--- config.mk ---
export PLATFORM = sky130hd
export DESIGN_NAME = bin2bcd_seq
export DESIGN_NICKNAME = d
export VERILOG_FILES = /design/src/rtl/bin2bcd_seq.sv
export SDC_FILE = /design/constraint.sdc
export NUM_CORES = 1
export LEC_CHECK = 0
export ABC_AREA = 1
export CAP_MARGIN = 15
export CORE_ASPECT_RATIO = 1.5
export CORE_MARGIN = 8
export CORE_UTILIZATION = 51
export DETAILED_ROUTE_END_ITERATION = 8
export PLACE_DENSITY = 0.81
export SYNTH_ARGS = -nofsm -noshare
export SYNTH_HDL_FRONTEND = slang
export SYNTH_SLANG_ARGS = --single-unit
--- constraint.sdc ---
create_clock -name clk -period 2.4 [get_ports clk]
set_input_delay 0.48 -clock clk [delete_from_list [all_inputs] [get_ports clk]]
set_output_delay 0.48 -clock clk [all_outputs]
set_load 0.005 [all_outputs]
--- src/rtl/bin2bcd_seq.sv ---
`default_nettype none
// ============================================================================
// Module   : bin2bcd_seq
// Function : Sequential double-dabble binary-to-BCD converter, one bit per
//            clock, with overflow flag and leading-zero blanking mask.
// Revision : 1.0
// ============================================================================
module bin2bcd_seq #(
    parameter int WIDTH  = 8,
    parameter int DIGITS = 3
) (
    input  logic                  clk,
    input  logic                  rst,
    input  logic                  start,
    input  logic [WIDTH-1:0]      bin,
    output logic                  ready,
    output logic                  busy,
    output logic                  done,
    output logic [4*DIGITS-1:0]   bcd,
    output logic                  overflow,
    output logic [DIGITS-1:0]     lz_mask
);

    localparam int BW = 4 * DIGITS;
    localparam int CW = 6;
    localparam logic [DIGITS-1:0] LZ_RST = ~DIGITS'(1);

    typedef enum logic [1:0] {
        S_IDLE  = 2'd0,
        S_SHIFT = 2'd1,
        S_DONE  = 2'd2
    } state_t;

    state_t            state_q, state_d;
    logic [BW-1:0]     scr_q, scr_d;
    logic [WIDTH-1:0]  bin_q, bin_d;
    logic [CW-1:0]     cnt_q, cnt_d;
    logic              ovf_scr_q, ovf_scr_d;
    logic [BW-1:0]     bcd_q, bcd_d;
    logic              ovf_q, ovf_d;
    logic [DIGITS-1:0] lz_q, lz_d;

    logic [BW-1:0]     w_adj;
    logic [BW-1:0]     w_scr_sh;
    logic [WIDTH-1:0]  w_bin_sh;
    logic              w_ovf_sh;
    logic [DIGITS-1:0] w_lz;
    logic              w_allz;

    // One double-dabble iteration plus the blanking mask of its result, so the
    // final iteration can load the output registers directly.
    always_comb begin
        w_adj = scr_q;
        for (int k = 0; k < DIGITS; k++) begin
            if (scr_q[4*k +: 4] >= 4'd5) begin
                w_adj[4*k +: 4] = scr_q[4*k +: 4] + 4'd3;
            end
        end
        {w_scr_sh, w_bin_sh} = {w_adj, bin_q} << 1;
        w_ovf_sh = ovf_scr_q | w_adj[BW-1];
        w_lz     = '0;
        w_allz   = 1'b1;
        for (int k = DIGITS - 1; k >= 1; k--) begin
            w_allz  = w_allz & (w_scr_sh[4*k +: 4] == 4'd0);
            w_lz[k] = w_allz & ~w_ovf_sh;
        end
    end

    always_comb begin
        state_d   = state_q;
        scr_d     = scr_q;
        bin_d     = bin_q;
        cnt_d     = cnt_q;
        ovf_scr_d = ovf_scr_q;
        bcd_d     = bcd_q;
        ovf_d     = ovf_q;
        lz_d      = lz_q;
        case (state_q)
            S_IDLE, S_DONE: begin
                if (start) begin
                    bin_d     = bin;
                    scr_d     = '0;
                    ovf_scr_d = 1'b0;
                    cnt_d     = CW'(WIDTH);
                    state_d   = S_SHIFT;
                end else begin
                    state_d   = S_IDLE;
                end
            end
            S_SHIFT: begin
                scr_d     = w_scr_sh;
                bin_d     = w_bin_sh;
                ovf_scr_d = w_ovf_sh;
                cnt_d     = cnt_q - CW'(1);
                if (cnt_q == CW'(1)) begin
                    state_d = S_DONE;
                    bcd_d   = w_scr_sh;
                    ovf_d   = w_ovf_sh;
                    lz_d    = w_lz;
                end
            end
            default: state_d = S_IDLE;
        endcase
    end

    always_ff @(posedge clk) begin
        if (rst) begin
            state_q   <= S_IDLE;
            scr_q     <= '0;
            bin_q     <= '0;
            cnt_q     <= '0;
            ovf_scr_q <= 1'b0;
            bcd_q     <= '0;
            ovf_q     <= 1'b0;
            lz_q      <= LZ_RST;
        end else begin
            state_q   <= state_d;
            scr_q     <= scr_d;
            bin_q     <= bin_d;
            cnt_q     <= cnt_d;
            ovf_scr_q <= ovf_scr_d;
            bcd_q     <= bcd_d;
            ovf_q     <= ovf_d;
            lz_q      <= lz_d;
        end
    end

    assign ready    = (state_q == S_IDLE) || (state_q == S_DONE);
    assign busy     = (state_q == S_SHIFT);
    assign done     = (state_q == S_DONE);
    assign bcd      = bcd_q;
    assign overflow = ovf_q;
    assign lz_mask  = lz_q;

endmodule
`default_nettype wire
==> metrics.cfg, run 1 <==
[yosys]
synth.largest_area_cell=dfxtp_1
async_flop_share_pct=0
ys_top_cells_by_area=dfxtp_1 42%, nand2_1 15%, nand3_1 5.9%, a21oi_1 5.5%, inv_1 5.2%
syn_area_um2=2110
yosys_warnings=0
synth_flop_cell=dfxtp_1
syn_nets=309
synth.avg_cell_area_um2=7.28
yosysSeqAreaShare_pct=41.7
syn_inst=290
ys_ff_latch=44
synth_edf_count=0
synth_top_area_share_pct=41.7
synthDistinctLibCells=33

[global_routing]
grt_start_max_net_pins=30
grt.met3_usage_pct=4.51
antenna_found_initial=0
grt_pass1_vias=1973
met2_usage_pct=27.4
overflow=0
grt_util_all_layers_pct=15.9
grt_pass1_wl_um=8200
gr-usage-met1_pct=17.3
gr-max-usage-layer=met2

[timing]
layout_setup_ws_ps=520
skew_ps=8.04
rsz0062_at_grt=false
hold_viol_final=0
final_max_slew_viol_count=0
holdWs_ps=472
tns_ps=0
layout_min_cycle_time_ps=1880
finalSetupViolCount=0
fin_crit_sh_pct=78.3
fmax_mhz=532

[placement]
dpl_worst_slack_ps=679
dp_hpwl_um=3370
port_buffers=28
gp_congestion=0.907
place_area_um2=2410

[run_status]
status=completed

[critical_path]
crit_chain=inv_1, nand2_4, inv_2, clkdlybuf4s50_1
start_kind=register
reg2reg_to=scr_q[2]$_SDFFE_PP0P_
cp_top_family=buffers and inverters
reg2regPathDepth=9
crit_required_ps=1920
end_kind=output port
crit_buf_inv=3
crit_fanout=7
timing.rr.start=scr_q[0]$_SDFFE_PP0P_
arrival_ps=1400
cp_slowest_cell=clkdlybuf4s50_1
crit_type=reg2out
r2r_setup_slack_ps=760
slowest_delay_ps=490

[run]
maxCapViolCount=0

[detailed_routing]
wl_um=4610
drt_pass1_iterations=4
routed_via_density=5.32
routedWlPerCell_um=12.7
drc=0
drt_iter0_markers=112
vias=1930
antenna_left=0

[hold_path]
hold_class=reg2reg
worstHoldEndpoint=cnt_q[5]$_SDFFE_PP0P_
hp-start=cnt_q[5]$_SDFFE_PP0P_
hold_depth=1

[power_and_ir_drop]
p_leak_nw=1.03
ir_worst_vdd_mv=0.683
p_per_area_nw_per_um2=647

[cts]
cts_resized=0
clock_latency_ps=300
cts_tree=built
cts_buffers=5
cts_max_path_buffers=2
post_cts_buffers=0
cts.clk_slew.worst_paths_ps=80
htreeDepth=2
cts_hold_buf=0
clkSinkCount=44
clock-root-buffer=clkbuf_8

[floorplan]
core_um2=3960
start_util_pct=53.3
design.die.area_um2=6500
rows=28
die_w_um=68.5
num_io_pins=30
fp.dieH_um=94.8

[finish]
final_util_pct=64.1
drive_gt1_share_pct=7.86
multiInputGateArea_um2=1040
final_cell_area_um2=2540
num-fill-cells=363
seq_area_um2=881
n_antenna_cell=0
syn_to_final_growth_pct=20.2
final_nets=337

layout by cell type, fill, tap and decap left out:
| master | n |
|---|---|
| a211oi_1 | 1 |
| a21oi_1 | 23 |
| a22oi_1 | 1 |
| a31oi_1 | 8 |
| a41oi_1 | 1 |
| and2_1 | 1 |
| buf_4 | 2 |
| bufinv_16 | 2 |
| clkbuf_8 | 5 |
| clkdlybuf4s50_1 | 28 |
| clkinv_1 | 1 |
| conb_1 | 1 |
| dfxtp_1 | 44 |
| ha_1 | 8 |
| inv_1 | 29 |
| inv_2 | 3 |
| inv_6 | 1 |
| nand2_1 | 82 |
| nand2_4 | 5 |
| nand3_1 | 25 |
| nand3b_1 | 1 |
| nor2_1 | 16 |
| nor2_2 | 2 |
| nor2_4 | 1 |
| nor3b_4 | 1 |
| o21a_1 | 1 |
| o21ai_0 | 13 |
| o21ai_1 | 6 |
| o21ai_2 | 1 |
| o22ai_1 | 2 |
| or2_2 | 2 |
| xor2_1 | 1 |
worst max-delay path by stage:
| stage | start | endpoint | slack, ps | cells past startpoint |
|---|---|---|---|---|
| finish | state_q[1]$_SDFFE_PP0P_ | busy | 520 | 4 |
| global route | state_q[1]$_SDFFE_PP0P_ | busy | 450 | 4 |
| CTS | state_q[1]$_SDFFE_PP0P_ | busy | 490 | 4 |
| global placement | start | cnt_q[3]$_SDFFE_PP0P_ | 720 | 5 |
| floorplan | scr_q[8]$_SDFFE_PP0P_ | lz_mask[1]$_SDFFE_PP1P_ | 1060 | 10 |
| detailed placement | start | cnt_q[3]$_SDFFE_PP0P_ | 680 | 5 |
metal layers:
metal  routed length [um]  vias up
met5                    0        -
met4                   59        0
met3                  281        6
met2                 2390       51
met1                 1880      887
li1                     -      986
report_power, final:
group	internal [mW]	leakage [nW]	switching (mW)
sequential	0.759	0.357	0.0239
clock	0.410	0.0642	0.248
combinational	0.0815	0.606	0.120
final cells by class:
type                       instances  share of cell area [%]
multi-input combinational        203                    41.1
clock inverter                     2                    2.37
sequential                        44                    34.7
timing repair buffer              30                    11.6
clock buffer                       5                    2.71
tap                               45                    2.22
inverter                          34                    5.23
cell usage after synthesis, types with 2 or more instances:
master,count
buf_1,2
buf_2,4
or2_2,2
inv_2,3
dfxtp_1,44
a31oi_1,8
ha_1,8
nor2_1,16
o21ai_0,13
nand3_1,25
a21oi_1,23
inv_1,29
o21ai_1,6
o22ai_1,2
nand2_1,82
nand2_4,5
nor2_2,2
cell families (layout without fill, tap and decap cells):
logic type | count (synthesis) | count (layout) | share of synthesized area, %
xor+xnor | 1 | 1 | 0.415
compound gates | 57 | 57 | 14.8
other cells | 1 | 1 | 0.178
fa+ha+maj | 8 | 8 | 4.74
buf+inv | 43 | 71 | 8.83
simple gates | 136 | 136 | 29.3
flops | 44 | 44 | 41.7
sequential cells by signal, summed over array words and instances, names as in the netlist:
register and flops:
ovf_scr_q 1, lz_mask 2, cnt_q 6, bin_q 8, overflow 1, scr_q 12, bcd 12, state_q 2
through the flow:
step | power [mW] | instances
2_1_floorplan | 0.942 | 290
3_3_place_gp | 0.999 | 356
3_5_place_dp | 1.00 | 356
4_1_cts | 1.66 | 363
5_1_grt | 1.72 | 363
6_report | 1.64 | 363
Power figures use the tool's default switching activity.
==> inputs of run 2 (changes only) <==
--- a/config.mk
+++ b/config.mk
@@ -9,9 +9,9 @@
 export CAP_MARGIN = 15
 export CORE_ASPECT_RATIO = 1.5
 export CORE_MARGIN = 8
-export CORE_UTILIZATION = 51
+export CORE_UTILIZATION = 48
 export DETAILED_ROUTE_END_ITERATION = 8
-export PLACE_DENSITY = 0.81
+export PLACE_DENSITY = 0.8
 export SYNTH_ARGS = -nofsm -noshare
 export SYNTH_HDL_FRONTEND = slang
 export SYNTH_SLANG_ARGS = --single-unit
==> constraint.sdc (replaced) <==
create_clock -name clk -period 1.6 [get_ports clk]
set_input_delay 0.32 -clock clk [delete_from_list [all_inputs] [get_ports clk]]
set_output_delay 0.32 -clock clk [all_outputs]
set_load 0.005 [all_outputs]
==> run 2 against run 1 <==
Die area grew 5.0%. Flip-flop and latch count is the same. Total power grew 43%. Critical path type unchanged. Count of clock-buffer cells in the layout is the same. Combinational power grew 58%. Worst setup slack lost 400 ps. Clock power grew 29%. Via count grew 2.5%.
==> metrics.cfg, run 2 (synthesis gave the netlist of run 1 again) <==
[floorplan]
design.die.area_um2=6820
core_um2=4250
start_util_pct=49.7
num_io_pins=30
die_w_um=70.1
rows=29
fp.dieH_um=97.2

[global_routing]
grt_start_max_net_pins=30
grt_pass1_wl_um=8350
grt_util_all_layers_pct=14.2
antenna_found_initial=0
overflow=0
grt_pass1_vias=1976

[placement]
gp_congestion=0.825
dp_hpwl_um=3480
dpl_worst_slack_ps=62.0
port_buffers=28

[detailed_routing]
drc=0
antenna_left=0
routedWlPerCell_um=12.9
vias=1978
routed_via_density=5.33
drt_pass1_iterations=4
drt_iter0_markers=68
wl_um=4800

[power_and_ir_drop]
p_leak_nw=1.10
switchingPower_mw=0.610
p_seq_share_pct=50.1
ir_worst_vdd_mv=1.01
p_int_mw=1.74
switching_share_pct=26.0
pwr-share-comb_pct=13.6
pwr-share-clk_pct=36.3
p_per_area_nw_per_um2=894

[critical_path]
cp_num_cells=1
start_kind=register
slowest_delay_ps=510
arrival_ps=1160
end_kind=output port
crit_chain=clkdlybuf4s50_1
reg2reg_to=lz_mask[1]$_SDFFE_PP1P_
crit_fanout=2
cp-startpoint=overflow$_SDFFE_PP0P_
cp_slowest_cell=clkdlybuf4s50_1
crit_buf_inv=1
crit_required_ps=1280
r2r_setup_slack_ps=130
cp_top_family=buffers and inverters
crit_type=reg2out
timing.rr.start=scr_q[8]$_SDFFE_PP0P_
reg2regPathDepth=8

[cts]
cts.clk_slew.worst_paths_ps=90
cts_hold_buf=0
htreeDepth=2
cts_max_path_buffers=2
cts_buffers=5
clock-root-buffer=clkbuf_8
clock_latency_ps=300
cts_tree=built
clkSinkCount=44

[finish]
most-common-layout-cells=81 x nand2_1, 39 x dfxtp_1, 28 x inv_1
seq_area_um2=887
drive_gt1_share_pct=13.5
final_nets=343
multiInputGateArea_um2=1060
layout_commonest_cell=nand2_1
syn_to_final_growth_pct=24.4
final_util_pct=61.8
num-fill-cells=385
n_antenna_cell=0

[hold_path]
hold_class=reg2reg
hp-start=cnt_q[5]$_SDFFE_PP0P_
hold_depth=1
worstHoldEndpoint=cnt_q[5]$_SDFFE_PP0P_

[run]
maxCapViolCount=0

[timing]
final_max_slew_viol_count=0
skew_ps=10.9
fmax_mhz=676
fin_crit_sh_pct=92.5
finalSetupViolCount=0
layout_setup_ws_ps=120
layout_min_cycle_time_ps=1480
hold_viol_final=0

[run_status]
status=completed

-- run 2: how the worst max path moves through the flow --
stage	endpoint
after detailed placement	cnt_q[3]$_SDFFE_PP0P_
after global routing	lz_mask[1]$_SDFFE_PP1P_
after floorplan	lz_mask[1]$_SDFFE_PP1P_
final	overflow
after CTS	ready
after global placement	bcd[10]$_SDFFE_PP0P_
-- run 2: final cells by class --
class | count | area share [%]
flip-flops and latches | 44 | 33.8
clock inverters | 3 | 1.62
multi-input cells | 203 | 40.6
inverters | 34 | 5.15
clock buffers | 5 | 2.62
repair buffers | 36 | 14.1
well taps | 46 | 2.19
-- run 2: stage by stage --
stage               instance area [um^2]  hold slack (ps)  setup TNS [ps]  power, mW  std cells
floorplan                           2110              436               0       1.41        290
global placement                    2450              452               0       1.51        359
detailed placement                  2450              451               0       1.51        359
CTS                                 2570              466               0       2.35        368
global route                        2630              488           -14.9       2.43        371
finish                              2630              467               0       2.35        371
-- run 2: power by group through the flow --
stage	sequential [mW]	combinational [mW]	clock (mW)
floorplan	1.19	0.220	0
global placement	1.20	0.311	0
detailed placement	1.20	0.314	0
CTS	1.17	0.317	0.860
global route	1.18	0.355	0.897
finish	1.18	0.319	0.852
-- run 2: metal layers --
layer	vias up	routed length (um)	GRT usage, %
met3	10	241	4.09
met2	45	2470	26.3
li1	1011	-	-
met1	912	1990	13.9
met4	0	91	6.37
met5	-	0	0
-- run 2: timing repair --
| item | 4_1_cts | 5_1_grt |
|---|---|---|
| pin swaps | 1 | 1 |
| resized for setup | 3 | 16 |
| setup buffers | 1 | 3 |
| setup endpoints to repair | 3 | 13 |
==> inputs of run 3 (changes only) <==
--- a/config.mk
+++ b/config.mk
@@ -10,6 +10,7 @@
 export CORE_ASPECT_RATIO = 1.5
 export CORE_MARGIN = 8
 export CORE_UTILIZATION = 48
+export CTS_CLUSTER_DIAMETER = 100
 export DETAILED_ROUTE_END_ITERATION = 8
 export PLACE_DENSITY = 0.8
 export SYNTH_ARGS = -nofsm -noshare
==> results of run 3 <==
Final layout, timing and power as in run 2 (identical DEF).
